<file path="config.mk">
export PLATFORM = sky130hd
export DESIGN_NAME = fetch_queue
export DESIGN_NICKNAME = d
export VERILOG_FILES = /design/src/rtl/fetch_queue.sv
export SDC_FILE = /design/constraint.sdc
export NUM_CORES = 1
export LEC_CHECK = 0
export CELL_PAD_IN_SITES_DETAIL_PLACEMENT = 1
export CELL_PAD_IN_SITES_GLOBAL_PLACEMENT = 2
export CORE_AREA = 2 2 157 159
export DETAILED_ROUTE_END_ITERATION = 16
export DIE_AREA = 0 0 159 161
export PLACE_DENSITY_LB_ADDON = 0.1
export SYNTH_ARGS = -nofsm -noshare
export SYNTH_HDL_FRONTEND = slang
export SYNTH_SLANG_ARGS = --single-unit
export TNS_END_PERCENT = 5
</file>
<file path="constraint.sdc">
create_clock -name clock -period 3.58 [get_ports clock]
set_clock_uncertainty 0.05 [all_clocks]
set_input_delay 0.537 -clock clock [delete_from_list [all_inputs] [get_ports clock]]
set_output_delay 0.537 -clock clock [all_outputs]
set_load 0.01 [all_outputs]
</file>
<file path="src/rtl/fetch_queue.sv">
// Fetch queue: issues sequential instruction-memory requests under a credit limit and
// buffers returned words with their PCs for decode; redirects flush and drop stale responses.
module fetch_queue #(
  parameter int unsigned             ADDRESS_BITS = 16,
  parameter logic [ADDRESS_BITS-1:0] RESET_PC     = '0,
  parameter int unsigned             DEPTH        = 4
) (
  input  logic                    clock,
  input  logic                    reset,
  input  logic                    next_PC_select,
  input  logic [ADDRESS_BITS-1:0] target_PC,
  output logic                    imem_req_valid,
  input  logic                    imem_req_ready,
  output logic [ADDRESS_BITS-1:0] imem_req_addr,
  input  logic                    imem_rsp_valid,
  input  logic [31:0]             imem_rsp_data,
  output logic                    inst_valid,
  input  logic                    inst_ready,
  output logic [ADDRESS_BITS-1:0] inst_PC,
  output logic [31:0]             instruction,
  output logic [$clog2(DEPTH):0]  occupancy
);

  localparam int unsigned PtrW = $clog2(DEPTH);
  localparam int unsigned CntW = PtrW + 1;
  localparam logic [ADDRESS_BITS-1:0] PcStep = ADDRESS_BITS'(4);

  logic [ADDRESS_BITS-1:0] fetch_pc_q, fetch_pc_d;
  logic [ADDRESS_BITS-1:0] rsp_pc_q, rsp_pc_d;
  logic                    running_q;
  logic [CntW-1:0]         outstanding_q, outstanding_d;
  logic [CntW-1:0]         drop_cnt_q, drop_cnt_d;
  logic [CntW-1:0]         count_q, count_d;
  logic [PtrW-1:0]         rd_ptr_q, rd_ptr_d;
  logic [PtrW-1:0]         wr_ptr_q, wr_ptr_d;

  logic [ADDRESS_BITS-1:0] pc_mem   [DEPTH];
  logic [31:0]             data_mem [DEPTH];

  logic [ADDRESS_BITS-1:0] target_aligned;
  logic [CntW:0]           credit_sum;
  logic                    req_fire;
  logic                    rsp_ok;
  logic                    enq;
  logic                    deq;

  assign target_aligned = target_PC & ~ADDRESS_BITS'(3);

  // Queue entries plus in-flight requests never exceed DEPTH, so responses always fit.
  assign credit_sum     = {1'b0, count_q} + {1'b0, outstanding_q};
  assign imem_req_valid = running_q & ~next_PC_select & (credit_sum < (CntW + 1)'(DEPTH));
  assign imem_req_addr  = fetch_pc_q;
  assign req_fire       = imem_req_valid & imem_req_ready;

  // A response with nothing outstanding is a protocol error and is ignored.
  assign rsp_ok = imem_rsp_valid & (outstanding_q != '0);
  assign enq    = rsp_ok & ~next_PC_select & (drop_cnt_q == '0);
  assign deq    = inst_valid & inst_ready & ~next_PC_select;

  assign inst_valid  = (count_q != '0);
  assign inst_PC     = inst_valid ? pc_mem[rd_ptr_q] : '0;
  assign instruction = inst_valid ? data_mem[rd_ptr_q] : '0;
  assign occupancy   = count_q;

  always_comb begin
    fetch_pc_d    = fetch_pc_q;
    rsp_pc_d      = rsp_pc_q;
    drop_cnt_d    = drop_cnt_q;
    count_d       = count_q;
    rd_ptr_d      = rd_ptr_q;
    wr_ptr_d      = wr_ptr_q;
    outstanding_d = outstanding_q + CntW'(req_fire) - CntW'(rsp_ok);

    if (next_PC_select) begin
      fetch_pc_d = target_aligned;
      rsp_pc_d   = target_aligned;
      count_d    = '0;
      rd_ptr_d   = '0;
      wr_ptr_d   = '0;
      // Every response still owed, including those of earlier redirects, is stale.
      drop_cnt_d = outstanding_q - CntW'(rsp_ok);
    end else begin
      if (req_fire) fetch_pc_d = fetch_pc_q + PcStep;
      if (rsp_ok && (drop_cnt_q != '0)) drop_cnt_d = drop_cnt_q - 1'b1;
      if (enq) begin
        rsp_pc_d = rsp_pc_q + PcStep;
        wr_ptr_d = wr_ptr_q + 1'b1;
      end
      if (deq) rd_ptr_d = rd_ptr_q + 1'b1;
      count_d = count_q + CntW'(enq) - CntW'(deq);
    end
  end

  always_ff @(posedge clock or negedge reset) begin
    if (!reset) begin
      fetch_pc_q    <= RESET_PC;
      rsp_pc_q      <= RESET_PC;
      running_q     <= 1'b0;
      outstanding_q <= '0;
      drop_cnt_q    <= '0;
      count_q       <= '0;
      rd_ptr_q      <= '0;
      wr_ptr_q      <= '0;
    end else begin
      fetch_pc_q    <= fetch_pc_d;
      rsp_pc_q      <= rsp_pc_d;
      running_q     <= 1'b1;
      outstanding_q <= outstanding_d;
      drop_cnt_q    <= drop_cnt_d;
      count_q       <= count_d;
      rd_ptr_q      <= rd_ptr_d;
      wr_ptr_q      <= wr_ptr_d;
    end
  end

  always_ff @(posedge clock) begin
    if (enq) begin
      pc_mem[wr_ptr_q]   <= rsp_pc_q;
      data_mem[wr_ptr_q] <= imem_rsp_data;
    end
  end

endmodule
</file>
==> impl_metrics.toml <==
[floorplanning]
fp.coreArea_um2 = 24000
die_area_um2 = 25600
fp.dieH_um = 161
io_pins = 123
fp-row-count = 57
die_w_um = 159
start_util = 0.391

[yosys]
yosysWarnings = 0
synth_cell_types = 43
netlist_area_um2 = 9380
synth_cells = 548
synth.avg_cell_area_um2 = 17.1
seq_area_frac_synth = 0.701
ys_ff_latch = 226

[worst_setup_path]
critPathLaunch = "rd_ptr_q[0]$_DFFE_PN0P_"
worstRegToRegCells = 10
cp_slowest_stage_delay_ns = 0.70
reg2reg_from = "occupancy[1]$_DFF_PN0_"
crit_fanout = 23
worst_setup_path_end_kind = "output pin"
cp-start-kind = "flop"
rr_endpoint = "occupancy[2]$_DFF_PN0_"
r2r_slack_ns = 0.83
critPathTopFamily = "buffers and inverters"
criticalPathCategory = "reg -> out"
cp_data_required_time_ns = 2.99
cp-endpoint = "instruction[19]"
critPathBufInv = 2
cp_cell_sequence = "buf_12 > mux4_2 > and2_1 > clkdlybuf4s50_1"
cp.arrival_ns = 2.69
path_depth = 4
critPathSlowestCell = "dfrtp_4"

[place]
pre_cts_ws_ns = 0.565
dpl-instance-area_um2 = 11100
hpwl_um = 12900
portBuffers = 116
gp_congestion = 0.767

[timing]
slew_violations = 0
post-route-period-util = 0.916
period_minus_slack_ns = 3.28
fmax_mhz = 305
setup_violations = 0
worstMarginPinSlew_ns = 0.750
setup_tns_ns = 0
setup_ws_ns = 0.302
rsz0062_at_grt = "false"
relSlewSlack = 0.496
finalHoldViolCount = 0

[clock_network]
postCtsSetupBuffers = 0
worstSkewPairLatency_ns = 0.50
clk_pin_slew_ns = 0.06
cts_resized = 0
cts_max_level = 1
root_buffer = "clkbuf_16"
cts_sinks = 226
cts_buffers = 24
max-clock-path-buffers = 3
postCtsHoldBufs = 0
tritoncts = "yes"

[job]
max_cap_violations = 0

[status]
status = "finished clean"

[global_routing]
antenna_found_initial = 0
track_usage = 0.161
grt_max_degree = 39
grt_overflow = 0
grt_pass1_vias = 5748
grt_pass1_wl_um = 32500

[route]
num_vias = 5154
drc_errors = 0
drt.antenna.violating_nets = 0
first_iter_violations = 225
viasPerCell = 5.02
dr.pass1.iters = 4
wire_per_inst_um = 19.5
routed_wl_um = 20100

[worst_hold_path]
hp-class = "in -> async"

[power]
vdd_drop_max_mv = 0.471
p_leak_nw = 4.07
power_density_nw_per_um2 = 677

[cells_and_area]
layout-drive-gt1-share = 0.161
area_growth_pct = 27.5
fin_nets = 757
seqCellArea_um2 = 6580
fin_util = 0.499
antenna_cells = 0
n_fill_cell = 2303
multi_input_area_um2 = 2630
design_area_um2 = 12000
-- stage by stage --
| stage | power (mW) | cells | hold WS, ns |
|---|---|---|---|
| global route | 8.53 | 1027 | 0.0540 |
| global placement | 5.52 | 983 | 0.458 |
| finish | 8.10 | 1027 | 0.00829 |
| floorplan | 4.47 | 551 | 0.191 |
| detailed placement | 5.56 | 983 | 0.464 |
| CTS | 8.25 | 1027 | 0.0268 |
-- registers in the layout (all words and copies together) (netlist names) --
signal and cells:
pc_mem 56, drop_cnt_q 3, data_mem 128, occupancy 3
rd_ptr_q 2, imem_req_addr 14, running_q 1, rsp_pc_q 14
outstanding_q 3, wr_ptr_q 2
-- layer usage --
| metal | up-vias | GRT usage | wire length, µm |
|---|---|---|---|
| li1 | 2358 | - | - |
| met1 | 2670 | 0.213 | 8820 |
| met2 | 107 | 0.281 | 10200 |
| met3 | 19 | 0.0275 | 826 |
| met4 | 0 | 0.0347 | 275 |
| met5 | - | 0 | 0 |
-- logic make-up after synthesis --
group	count (synthesis)	share of synthesized area
muxes	52	0.117
xor gates and xnor gates	25	0.0233
buffers and inverters	42	0.0205
AOI/OAI and AO/OA	43	0.0282
and+or+nand+nor	140	0.0829
other	2	0.000801
adders and majority gates	18	0.0256
DFF	226	0.701
-- layout make-up --
cell class,instances,share of cell area
clock buffer,31,0.0550
clock inverter,13,0.0164
inverter,15,0.00471
multi-input combinational,283,0.220
sequential,226,0.550
tap,324,0.0339
timing repair buffer,135,0.120
-- layout by cell type (no fill, tap or decap), types with 12 or more instances in the layout --
master | netlist | final
xor2_1 | 13 | 13
xnor2_1 | 12 | 12
and2_1 | 48 | 48
nor2_1 | 19 | 19
o21ai_1 | 17 | 17
edfxtp_1 | 184 | 184
inv_1 | 14 | 14
dfrtp_1 | 42 | 40
nand2_1 | 27 | 27
ha_1 | 16 | 16
clkbuf_16 | 0 | 25
nand3_1 | 12 | 12
mux4_2 | 46 | 46
clkdlybuf4s50_1 | 0 | 115
-- report_power, final --
group | leakage (nW) | internal (mW) | total, mW | switching, mW
registers | 2.17 | 3.03 | 3.24 | 0.215
clock network | 0.419 | 1.66 | 2.67 | 1.00
logic | 1.48 | 1.25 | 2.19 | 0.943
total | 4.07 | 5.94 | 8.10 | 2.16
-- worst min-delay path by stage --
stage	cells after the start	endpoint	start
after floorplan	0	drop_cnt_q[0]$_DFFE_PN0P_	reset
after global placement	1	imem_req_addr[15]$_DFFE_PN0P_	imem_req_addr[15]$_DFFE_PN0P_
after detailed placement	1	imem_req_addr[15]$_DFFE_PN0P_	imem_req_addr[15]$_DFFE_PN0P_
after CTS	1	imem_req_addr[13]$_DFFE_PN0P_	reset
after global routing	1	imem_req_addr[12]$_DFFE_PN0P_	reset
final	1	imem_req_addr[12]$_DFFE_PN0P_	reset
-- synth_stat cells --
cell,number,area (µm²)
or4b_1,1,10.0
inv_1,14,52.6
dfrtp_1,42,1050
mux4_2,46,1040
a21boi_1,2,15.0
nor4_1,2,12.5
and2_1,48,300
nand2_1,27,101
buf_6,2,22.5
and4_1,1,8.76
nand2b_1,2,12.5
a31oi_1,2,12.5
xnor2_1,12,105
ha_1,16,200
mux2_2,4,45.0
or2_1,1,6.26
conb_1,2,7.51
nand4_1,4,25.0
or4_1,1,7.51
o21ai_1,17,85.1
nand4bb_4,1,27.5
o21ai_0,5,25.0
buf_2,4,20.0
nor3_1,3,15.0
clkinv_1,1,3.75
o211ai_1,3,22.5
nor2_1,19,71.3
o311ai_1,8,70.1
a21oi_1,5,25.0
a41oi_1,1,8.76
nand3b_1,2,15.0
nor3b_1,3,22.5
nand3_1,12,60.1
buf_1,3,11.3
or3_1,1,6.26
and3_1,8,50.1
mux2i_1,2,20.0
edfxtp_1,184,5530
buf_4,4,30.0
xor2_1,13,114
fa_1,2,40.0
nor2b_1,4,25.0
clkbuf_1,14,52.6
Note: power is estimated with default switching activity, not from simulation.
